**src/rtl/breath_pkg.sv**
```systemverilog
// Shared phase encoding, duty width and saturating duty helpers for the breathing-LED ramp.
// Latency: none (package).
// Backpressure: none (package).
package breath_pkg;

  localparam int DUTY_W = 10;

  typedef enum logic [1:0] {
    RAMP_UP   = 2'd0,
    HOLD_HIGH = 2'd1,
    RAMP_DOWN = 2'd2,
    HOLD_LOW  = 2'd3
  } phase_t;

  // Add one step with one bit of headroom, then clamp at full scale.
  function automatic logic [DUTY_W-1:0] duty_up(
    input logic [DUTY_W-1:0] duty,
    input logic [DUTY_W:0]   step,
    input logic [DUTY_W:0]   full
  );
    logic [DUTY_W:0] sum;
    sum = {1'b0, duty} + step;
    if (sum >= full) begin
      return full[DUTY_W-1:0];
    end
    return sum[DUTY_W-1:0];
  endfunction

  // Subtract one step with one bit of headroom; a set top bit means it went below zero.
  function automatic logic [DUTY_W-1:0] duty_down(
    input logic [DUTY_W-1:0] duty,
    input logic [DUTY_W:0]   step
  );
    logic [DUTY_W:0] diff;
    diff = {1'b0, duty} - step;
    if (diff[DUTY_W]) begin
      return '0;
    end
    return diff[DUTY_W-1:0];
  endfunction

endpackage

```
**src/rtl/step_tick_counter.sv**
```systemverilog
// Modulo counter of enabled ticks; tc flags the tick on which the count equals 'last'.
// Latency: tc is combinational from en and the registered count; count updates next edge.
// Backpressure: none; count holds whenever en is low.
module step_tick_counter #(
  parameter  int MAX = 4,
  localparam int CW  = $clog2(MAX) + 1
) (
  input  logic          clk,
  input  logic          rst_n,
  input  logic          en,
  input  logic          clr,
  input  logic [CW-1:0] last,
  output logic          tc
);

  logic [CW-1:0] count;

  assign tc = en & (count == last);

  // Count enabled ticks, wrapping to zero on the terminal tick; clear wins over counting.
  always_ff @(posedge clk or negedge rst_n) begin
    if (!rst_n) begin
      count <= '0;
    end else if (clr) begin
      count <= '0;
    end else if (en) begin
      count <= tc ? '0 : count + CW'(1);
    end
  end

endmodule

```
**src/rtl/breath_ramp.sv**
```systemverilog
// Triangle duty envelope for a PWM stage: ramp up, hold high, ramp down, hold low, repeat.
// Latency: duty/phase update on the same edge that samples periodTail with enable high.
// Backpressure: none; enable low freezes all state, ticks with enable low are dropped.
module breath_ramp
  import breath_pkg::*;
#(
  parameter int DEGREE            = 100,
  parameter int STEP_SIZE         = 1,
  parameter int STEP_PERIODS      = 4,
  parameter int HOLD_HIGH_PERIODS = 50,
  parameter int HOLD_LOW_PERIODS  = 50
) (
  input  logic              clk,
  input  logic              rst_n,
  input  logic              enable,
  input  logic              periodTail,
  output logic [DUTY_W-1:0] dutyRatio,
  output logic [1:0]        phase,
  output logic              cycleDone
);

  localparam int DW1 = DUTY_W + 1;
  localparam logic [DUTY_W:0] FULL = DW1'(DEGREE);
  localparam logic [DUTY_W:0] STEP = DW1'(STEP_SIZE);

  // Step counter sizing.
  localparam int SCW = $clog2(STEP_PERIODS) + 1;

  // One hold counter serves both holds, so size it for the longer one; a zero
  // hold never enables it, so its terminal value is irrelevant in that case.
  localparam int HOLD_BIG = (HOLD_HIGH_PERIODS > HOLD_LOW_PERIODS) ? HOLD_HIGH_PERIODS
                                                                   : HOLD_LOW_PERIODS;
  localparam int HOLD_MAX = (HOLD_BIG > 0) ? HOLD_BIG : 1;
  localparam int HCW      = $clog2(HOLD_MAX) + 1;
  localparam int HH_LAST  = (HOLD_HIGH_PERIODS > 0) ? HOLD_HIGH_PERIODS - 1 : 0;
  localparam int HL_LAST  = (HOLD_LOW_PERIODS > 0) ? HOLD_LOW_PERIODS - 1 : 0;

  phase_t            phase_q,  phase_nxt;
  logic [DUTY_W-1:0] duty_q,   duty_nxt;
  logic              done_q,   done_nxt;

  logic              tick;
  logic              in_ramp, in_hold;
  logic              step_tc, hold_tc;
  logic              leave_phase;
  logic [HCW-1:0]    hold_last;
  logic [DUTY_W-1:0] duty_inc, duty_dec;

  assign tick        = periodTail & enable;
  assign in_ramp     = (phase_q == RAMP_UP) || (phase_q == RAMP_DOWN);
  assign in_hold     = (phase_q == HOLD_HIGH) || (phase_q == HOLD_LOW);
  assign hold_last   = (phase_q == HOLD_HIGH) ? HCW'(HH_LAST) : HCW'(HL_LAST);
  assign leave_phase = tick & (phase_nxt != phase_q);
  assign duty_inc    = duty_up(duty_q, STEP, FULL);
  assign duty_dec    = duty_down(duty_q, STEP);

  step_tick_counter #(
    .MAX (STEP_PERIODS)
  ) u_step_cnt (
    .clk   (clk),
    .rst_n (rst_n),
    .en    (tick & in_ramp),
    .clr   (leave_phase),
    .last  (SCW'(STEP_PERIODS - 1)),
    .tc    (step_tc)
  );

  step_tick_counter #(
    .MAX (HOLD_MAX)
  ) u_hold_cnt (
    .clk   (clk),
    .rst_n (rst_n),
    .en    (tick & in_hold),
    .clr   (leave_phase),
    .last  (hold_last),
    .tc    (hold_tc)
  );

  // Phase sequencing and saturating duty steps; everything holds unless a tick arrives.
  always_comb begin
    phase_nxt = phase_q;
    duty_nxt  = duty_q;
    done_nxt  = 1'b0;
    if (tick) begin
      case (phase_q)
        RAMP_UP: begin
          if (step_tc) begin
            duty_nxt = duty_inc;
            if ({1'b0, duty_inc} == FULL) begin
              phase_nxt = (HOLD_HIGH_PERIODS == 0) ? RAMP_DOWN : HOLD_HIGH;
            end
          end
        end
        HOLD_HIGH: begin
          if (hold_tc) begin
            phase_nxt = RAMP_DOWN;
          end
        end
        RAMP_DOWN: begin
          if (step_tc) begin
            duty_nxt = duty_dec;
            if (duty_dec == '0) begin
              if (HOLD_LOW_PERIODS == 0) begin
                phase_nxt = RAMP_UP;
                done_nxt  = 1'b1;
              end else begin
                phase_nxt = HOLD_LOW;
              end
            end
          end
        end
        HOLD_LOW: begin
          if (hold_tc) begin
            phase_nxt = RAMP_UP;
            done_nxt  = 1'b1;
          end
        end
        default: phase_nxt = RAMP_UP;
      endcase
    end
  end

  // State, duty and the one-clock breath-complete pulse.
  always_ff @(posedge clk or negedge rst_n) begin
    if (!rst_n) begin
      phase_q <= RAMP_UP;
      duty_q  <= '0;
      done_q  <= 1'b0;
    end else begin
      phase_q <= phase_nxt;
      duty_q  <= duty_nxt;
      done_q  <= done_nxt;
    end
  end

  assign dutyRatio = duty_q;
  assign phase     = phase_q;
  assign cycleDone = done_q;

endmodule
```
**config.mk**
```make
export PLATFORM = sky130hd
export DESIGN_NAME = breath_ramp
export DESIGN_NICKNAME = d
export VERILOG_FILES = /design/src/rtl/breath_pkg.sv /design/src/rtl/step_tick_counter.sv /design/src/rtl/breath_ramp.sv
export SDC_FILE = /design/constraint.sdc
export NUM_CORES = 1
export LEC_CHECK = 0
export ABC_AREA = 1
export CORE_AREA = 2 2 71 73
export DETAILED_ROUTE_END_ITERATION = 8
export DIE_AREA = 0 0 73 75
export HOLD_SLACK_MARGIN = 0.12
export PLACE_DENSITY_LB_ADDON = 0.1
export SYNTH_ARGS = -nofsm -noshare
export SYNTH_HDL_FRONTEND = slang
export SYNTH_SLANG_ARGS = --single-unit
```
**constraint.sdc**
```tcl
create_clock -name clk -period 2 [get_ports clk]
set_clock_uncertainty 0.05 [all_clocks]
set_input_delay 0.2 -clock clk [delete_from_list [all_inputs] [get_ports clk]]
set_output_delay 0.2 -clock clk [all_outputs]
set_load 0.005 [all_outputs]
```
# After elaboration in Yosys (flattened, before gate mapping)
# Index checks and enable logic that the tools add are counted.
dict set report op_classes {
  add_sub_neg 4
  magnitude_cmp 1
  eq_ne 9
  muxes 26
  n_bitwise 6
  n_reduce_logical 8
}
# cell n
set ops {}
lappend ops {{2-to-1 mux 10 bit} 6}
lappend ops {{2-to-1 mux 7 bit} 3}
lappend ops {{case mux 10 bit (2 select lines)} 1}
lappend ops {{2-to-1 mux 2 bit} 7}
lappend ops {{adder 10 x 1 -> 11 bit (second input constant)} 1}
lappend ops {{>= comparator 11 x 7 -> 1 bit (second input constant)} 1}
lappend ops {{subtractor 10 x 1 -> 11 bit (second input constant)} 1}
lappend ops {{== test 10 x 7 -> 1 bit (second input constant)} 1}
lappend ops {{zero test 10 bit} 1}
lappend ops {{2-to-1 mux 3 bit} 3}
lappend ops {{case mux 2 bit (4 select lines)} 1}
lappend ops {{adder 7 x 1 -> 7 bit (second input constant)} 1}
lappend ops {{== test 7 x 6 -> 1 bit (second input constant)} 1}
lappend ops {{AND 1 bit} 6}
lappend ops {{nonzero test 2 bit} 3}
lappend ops {{2-to-1 mux 1 bit} 5}
lappend ops {{== test 2 bit (second input constant)} 2}
lappend ops {{!= test 2 x 1 -> 1 bit (second input constant)} 2}
lappend ops {{AND reduction 4 bit} 1}
lappend ops {{adder 3 x 1 -> 3 bit (second input constant)} 1}
lappend ops {{== test 3 x 2 -> 1 bit (second input constant)} 1}
lappend ops {{== test 2 x 1 -> 1 bit (second input constant)} 1}
lappend ops {{zero test 2 bit} 1}
lappend ops {{logical OR 1 bit} 2}
lappend ops {{!= test 2 bit} 1}
dict set report word_totals {
  register_bits 23
  output_inout_bits 13
  word_cells 59
}

# Depth between registers and ports, before layout
dict set report depth {
  depth_word 12
  depth_mapped 15
  depth_no_buf 14
}

# Hierarchy
# Synthesis repeated with hierarchy kept, for this count alone.
dict set report hier_totals {
  hier_cells 283
  area_unflattened_um2 1825.5
}
# module n_inst cells_each area_each_um2
set modules_own_cells {}
lappend modules_own_cells {breath_ramp 1 171 1083.5}
lappend modules_own_cells {{step_tick_counter at u_hold_cnt} 1 78 525.5}
lappend modules_own_cells {{step_tick_counter at u_step_cnt} 1 34 216.5}

# Least setup slack after synthesis
# No wires, ideal clock.
dict set report synth_path {
  kind {register to register}
  start {register duty_q[0] (netlist: dutyRatio[0])}
  end {register u_hold_cnt.count[2]}
  arrival_ps 1779
  required_ps 1832
  slack_ps 53
  stages_incl_launch_ff 15
  n_path_buf 1
  path_cell_list {dfrtp_1 -> inv_2 -> ha_1 -> nand3_4 -> nor2_2 -> nand2_2 -> nand2_1 -> nand3_1 -> nor2_1 -> nand3_1 -> nand2_1 -> nand3_2 -> buf_6 -> nand3_1 -> nand2_1}
}
dict set report synth_between {
  elab_chain_len 12
  word_cells_on_any_way 19
  classes_between {add/sub (2); order compare (1); eq/ne (2); mux (11); bitwise (1); reduce/logical (2)}
}
# element line_no
set synth_lines {}
lappend synth_lines {{start, declared} breath_ramp.sv:39} ;# logic [DUTY_W-1:0] duty_q, duty_nxt;
lappend synth_lines {{start signal, assigned} breath_ramp.sv:131} ;# duty_q <= duty_nxt;
lappend synth_lines {{adder 10 x 1 -> 11 bit} breath_pkg.sv:22} ;# sum = {1'b0, duty} + step;
lappend synth_lines {{>= comparator 11 x 7 -> 1 bit} breath_pkg.sv:23} ;# if (sum >= full) begin
lappend synth_lines {{2-to-1 mux 1 bit} breath_pkg.sv:23}
lappend synth_lines {{2-to-1 mux 10 bit} breath_pkg.sv:26} ;# return sum[DUTY_W-1:0];
lappend synth_lines {{== test 10 x 7 -> 1 bit} breath_ramp.sv:89} ;# if ({1'b0, duty_inc} == FULL) begin
lappend synth_lines {{2-to-1 mux 2 bit} breath_ramp.sv:89}
lappend synth_lines {{2-to-1 mux 2 bit} breath_ramp.sv:87} ;# if (step_tc) begin
lappend synth_lines {{case mux 2 bit (4 select lines) *} breath_ramp.sv:85} ;# case (phase_q)
lappend synth_lines {{2-to-1 mux 2 bit *} breath_ramp.sv:84} ;# if (tick) begin
lappend synth_lines {{!= test 2 bit *} breath_ramp.sv:53} ;# assign leave_phase = tick & (phase_nxt != phase_q);
lappend synth_lines {{AND 1 bit *} breath_ramp.sv:53}
lappend synth_lines {{2-to-1 mux 7 bit / nonzero test 2 bit (equally long branches)} -}
lappend synth_lines {{end signal, assigned} step_tick_counter.sv:27} ;# count <= tc ? '0 : count + CW'(1);
lappend synth_lines {{end, declared} step_tick_counter.sv:16} ;# logic [CW-1:0] count;
# Every way passes the cells marked *; elsewhere a longest branch is shown, timed or not.
# A chain may end at the register's enable or synchronous reset.

# Final worst setup path
dict set report layout_path {
  start {register duty_q[1] (netlist: dutyRatio[1])}
  end {register u_hold_cnt.count[6]}
}
# The elaborated chain is that of the path after synthesis.

==> flow_metrics.tcl <==
set metrics [dict create \
    antenna_found_initial 0 \
    worst_path_max_delay_cell "dfrtp_1" \
    layout.nets 291 \
    firstDrtPassIters 4 \
    via_count 1681 \
    max-clock-path-buffers 2 \
    synth_area_per_cell_um2 7.309 \
    yosys_warnings 0 \
    chipWidth_um 73 \
    synth_seq_cells 23 \
    fillers 456 \
    tritoncts "done" \
    path_max_fanout 7 \
    min_period_over_period_pct 97.42 \
    fin_tns_setup_ns 0 \
    place.gp.congestion 0.8842 \
    final_hold_viol_count 0 \
    fin_ws_ns 0.05159 \
    synth_cell_type_count 29 \
    clock-sinks 23 \
    synth_top_area_cell "dfrtp_1" \
    io_buffers 16 \
    dp_slack_ns -0.1172 \
    synth_edf_count 0 \
    synthTopCellsByArea "dfrtp_1 (35%), nand2_1 (13%), nand3_1 (6.3%)" \
    vdd_ir_drop_max_mv 0.4600 \
    synth_area_um2 1659 \
    rsz0062_at_grt "true" \
    critPathMaxStageDelay_ns 0.41 \
    wl_um 4504 \
    syn_nets 236 \
    cp_top_family "simple AND/OR/NAND/NOR gates" \
    synth_most_common_cell "nand2_1" \
    grt-ovfl-total 0 \
    die-area_um2 5475 \
    cp.required_ns 2.11 \
    fin_area_um2 2267 \
    fmax_mhz 513.2 \
    place_hpwl_um 3431 \
    relSlewSlack_pct 79.70 \
    setup_viol_count_final 0 \
    power.density_nw_per_um2 1356 \
    synthTopCellsByCount "nand2_1 (56), dfrtp_1 (23), inv_1 (22)" \
    cts_root_buffer "clkbuf_8" \
    crit_chain "inv_2 -> ha_4 -> nand3_4 -> nor2_4 -> nand2_1 -> o21ai_1 -> nand3_1 -> nor2_1 -> nand3_1 -> nand2_2 -> nand3_4 -> nand4_1 -> nand2_1" \
    crit_arrival_ns 2.06 \
    placed_cell_area_um2 2120 \
    worstSetupPathType "flop to flop" \
    synth_top_area_share_pct 34.69 \
    status "finished, final reports clean" \
    htreeDepth 1 \
    area_delta_synth_final_pct 36.65 \
    critPathBufInv 1 \
    drv_slew 0 \
    p_leak_nw 1.101 \
    post_route_cells_drive_above_1_share_pct 29.18 \
    synthArstFlopShare_pct 100.0 \
    worstMarginPinSlew_ns 0.3044 \
    grt_pass1_wl_um 7762 \
    yosysSeqAreaShare_pct 34.69 \
    timing.max_cap.violations 0 \
    cts_buffers 3 \
    ios 17 \
    synth_flop_cell "dfrtp_1" \
    core_um2 4661 \
    grt_max_degree 24 \
    holdCritPathClass "primary input to async pin" \
    clk_pin_slew_ns 0.08 \
    worstSkewPairLatency_ns 0.26 \
    rows 25 \
    vias_per_cell 5.018 \
    grt_pass1_vias 1678 \
    drt_iter0_drc 71 \
    diodes 0 \
    drc_errors 0 \
    die_h_um 75 \
    routedWlPerCell_um 13.44 \
    drtAntennaViolNets 0 \
    fin_crit_ns 1.948 \
    start_util_pct 35.60 \
    end_kind "flop" \
    grt_usage_pct 18.18 \
    synth_cells 227 \
    start_kind "flop" \
]
-- through the flow --
stage	cells	hold WS, ns	power [mW]	util, %
after floorplan	227	-0.1456	1.728	-
after global placement	327	0.4274	2.627	45.48
after detailed placement	327	0.4306	2.625	45.48
after CTS	332	0.2495	2.979	47.38
after global routing	335	0.2682	3.349	48.64
final	335	0.2346	3.074	48.64
-- state kept, by name, summed over array words and instances (netlist names) --
name              cells
cycleDone             1
u_step_cnt.count      3
dutyRatio            10
phase                 2
u_hold_cnt.count      7
-- final cells by class --
cell class / instances / area (µm²) / share of cell area, %
Inverter: 27 / 101.3 / 4.470
Sequential cell: 23 / 578.1 / 25.50
Timing Repair Buffer: 55 / 452.9 / 19.98
Clock buffer: 4 / 45.04 / 1.987
Multi-Input combinational cell: 172 / 1022 / 45.09
Tap cell: 54 / 67.56 / 2.980
-- repair_timing --
action	in CTS	in global routing
buffers inserted	0	3
setup endpoints to repair	8	15
gates cloned	1	0
gates resized for setup	7	14
pin swaps	3	11
hold buffers	0	0
-- cells by family (layout without fill, tap and decap cells) --
logic type      count (synthesis)  in the layout  share of synthesized area (%)
compound gates                 28             28                          10.56
xor+xnor                        9              9                          4.751
fa+ha+maj                       5              5                          3.771
buf+inv                        33             86                          8.370
flops                          23             23                          34.69
simple gates                  129            130                          37.86
-- power by group --
part	internal, mW	leakage, nW	switching (mW)
clock	0.142	0.0228	0.153
sequential	0.603	0.294	0.196
combinational	0.967	0.785	1.01
-- worst paths after layout --
| path | start | endpoint | slack [ns] | cells past startpoint |
|---|---|---|---|---|
| max | dutyRatio[1]$_DFFE_PN0P_ | u_hold_cnt.count[6]$_DFFE_PN0P_ | 0.05 | 13 |
| min | rst_n | u_hold_cnt.count[0]$_DFFE_PN0P_ | 0.23 | 2 |
| max reg2reg | dutyRatio[1]$_DFFE_PN0P_ | u_hold_cnt.count[6]$_DFFE_PN0P_ | 0.05 | 13 |
| min reg2reg | u_step_cnt.count[0]$_DFFE_PN0P_ | u_step_cnt.count[0]$_DFFE_PN0P_ | 0.44 | 1 |
| max in group asynchronous | rst_n | dutyRatio[4]$_DFFE_PN0P_ | 1.41 | 2 |
| min in group clk | u_step_cnt.count[0]$_DFFE_PN0P_ | u_step_cnt.count[0]$_DFFE_PN0P_ | 0.44 | 1 |
-- routing by layer --
metal	part of all wire [%]	vias up	track usage, %	wire length, µm
met4	1.3	0	4.527	59
li1	-	865	-	-
met5	0	-	0	0
met3	2.5	6	1.606	112
met1	45	789	23.44	2012
met2	51	21	32.83	2319
-- cells in the final DEF, fill, tap and decap left out, drive strengths merged, types with 4 or more instances in the layout --
cell type       n
a21oi           8
clkdlybuf4s50  16
nand3          26
dfrtp          23
buf            39
ha              5
inv            26
nand4          12
nand2          60
clkbuf          4
o21ai          11
o221ai          6
xor2            9
nor2           30
No activity file was read; power rests on OpenSTA's default activity.
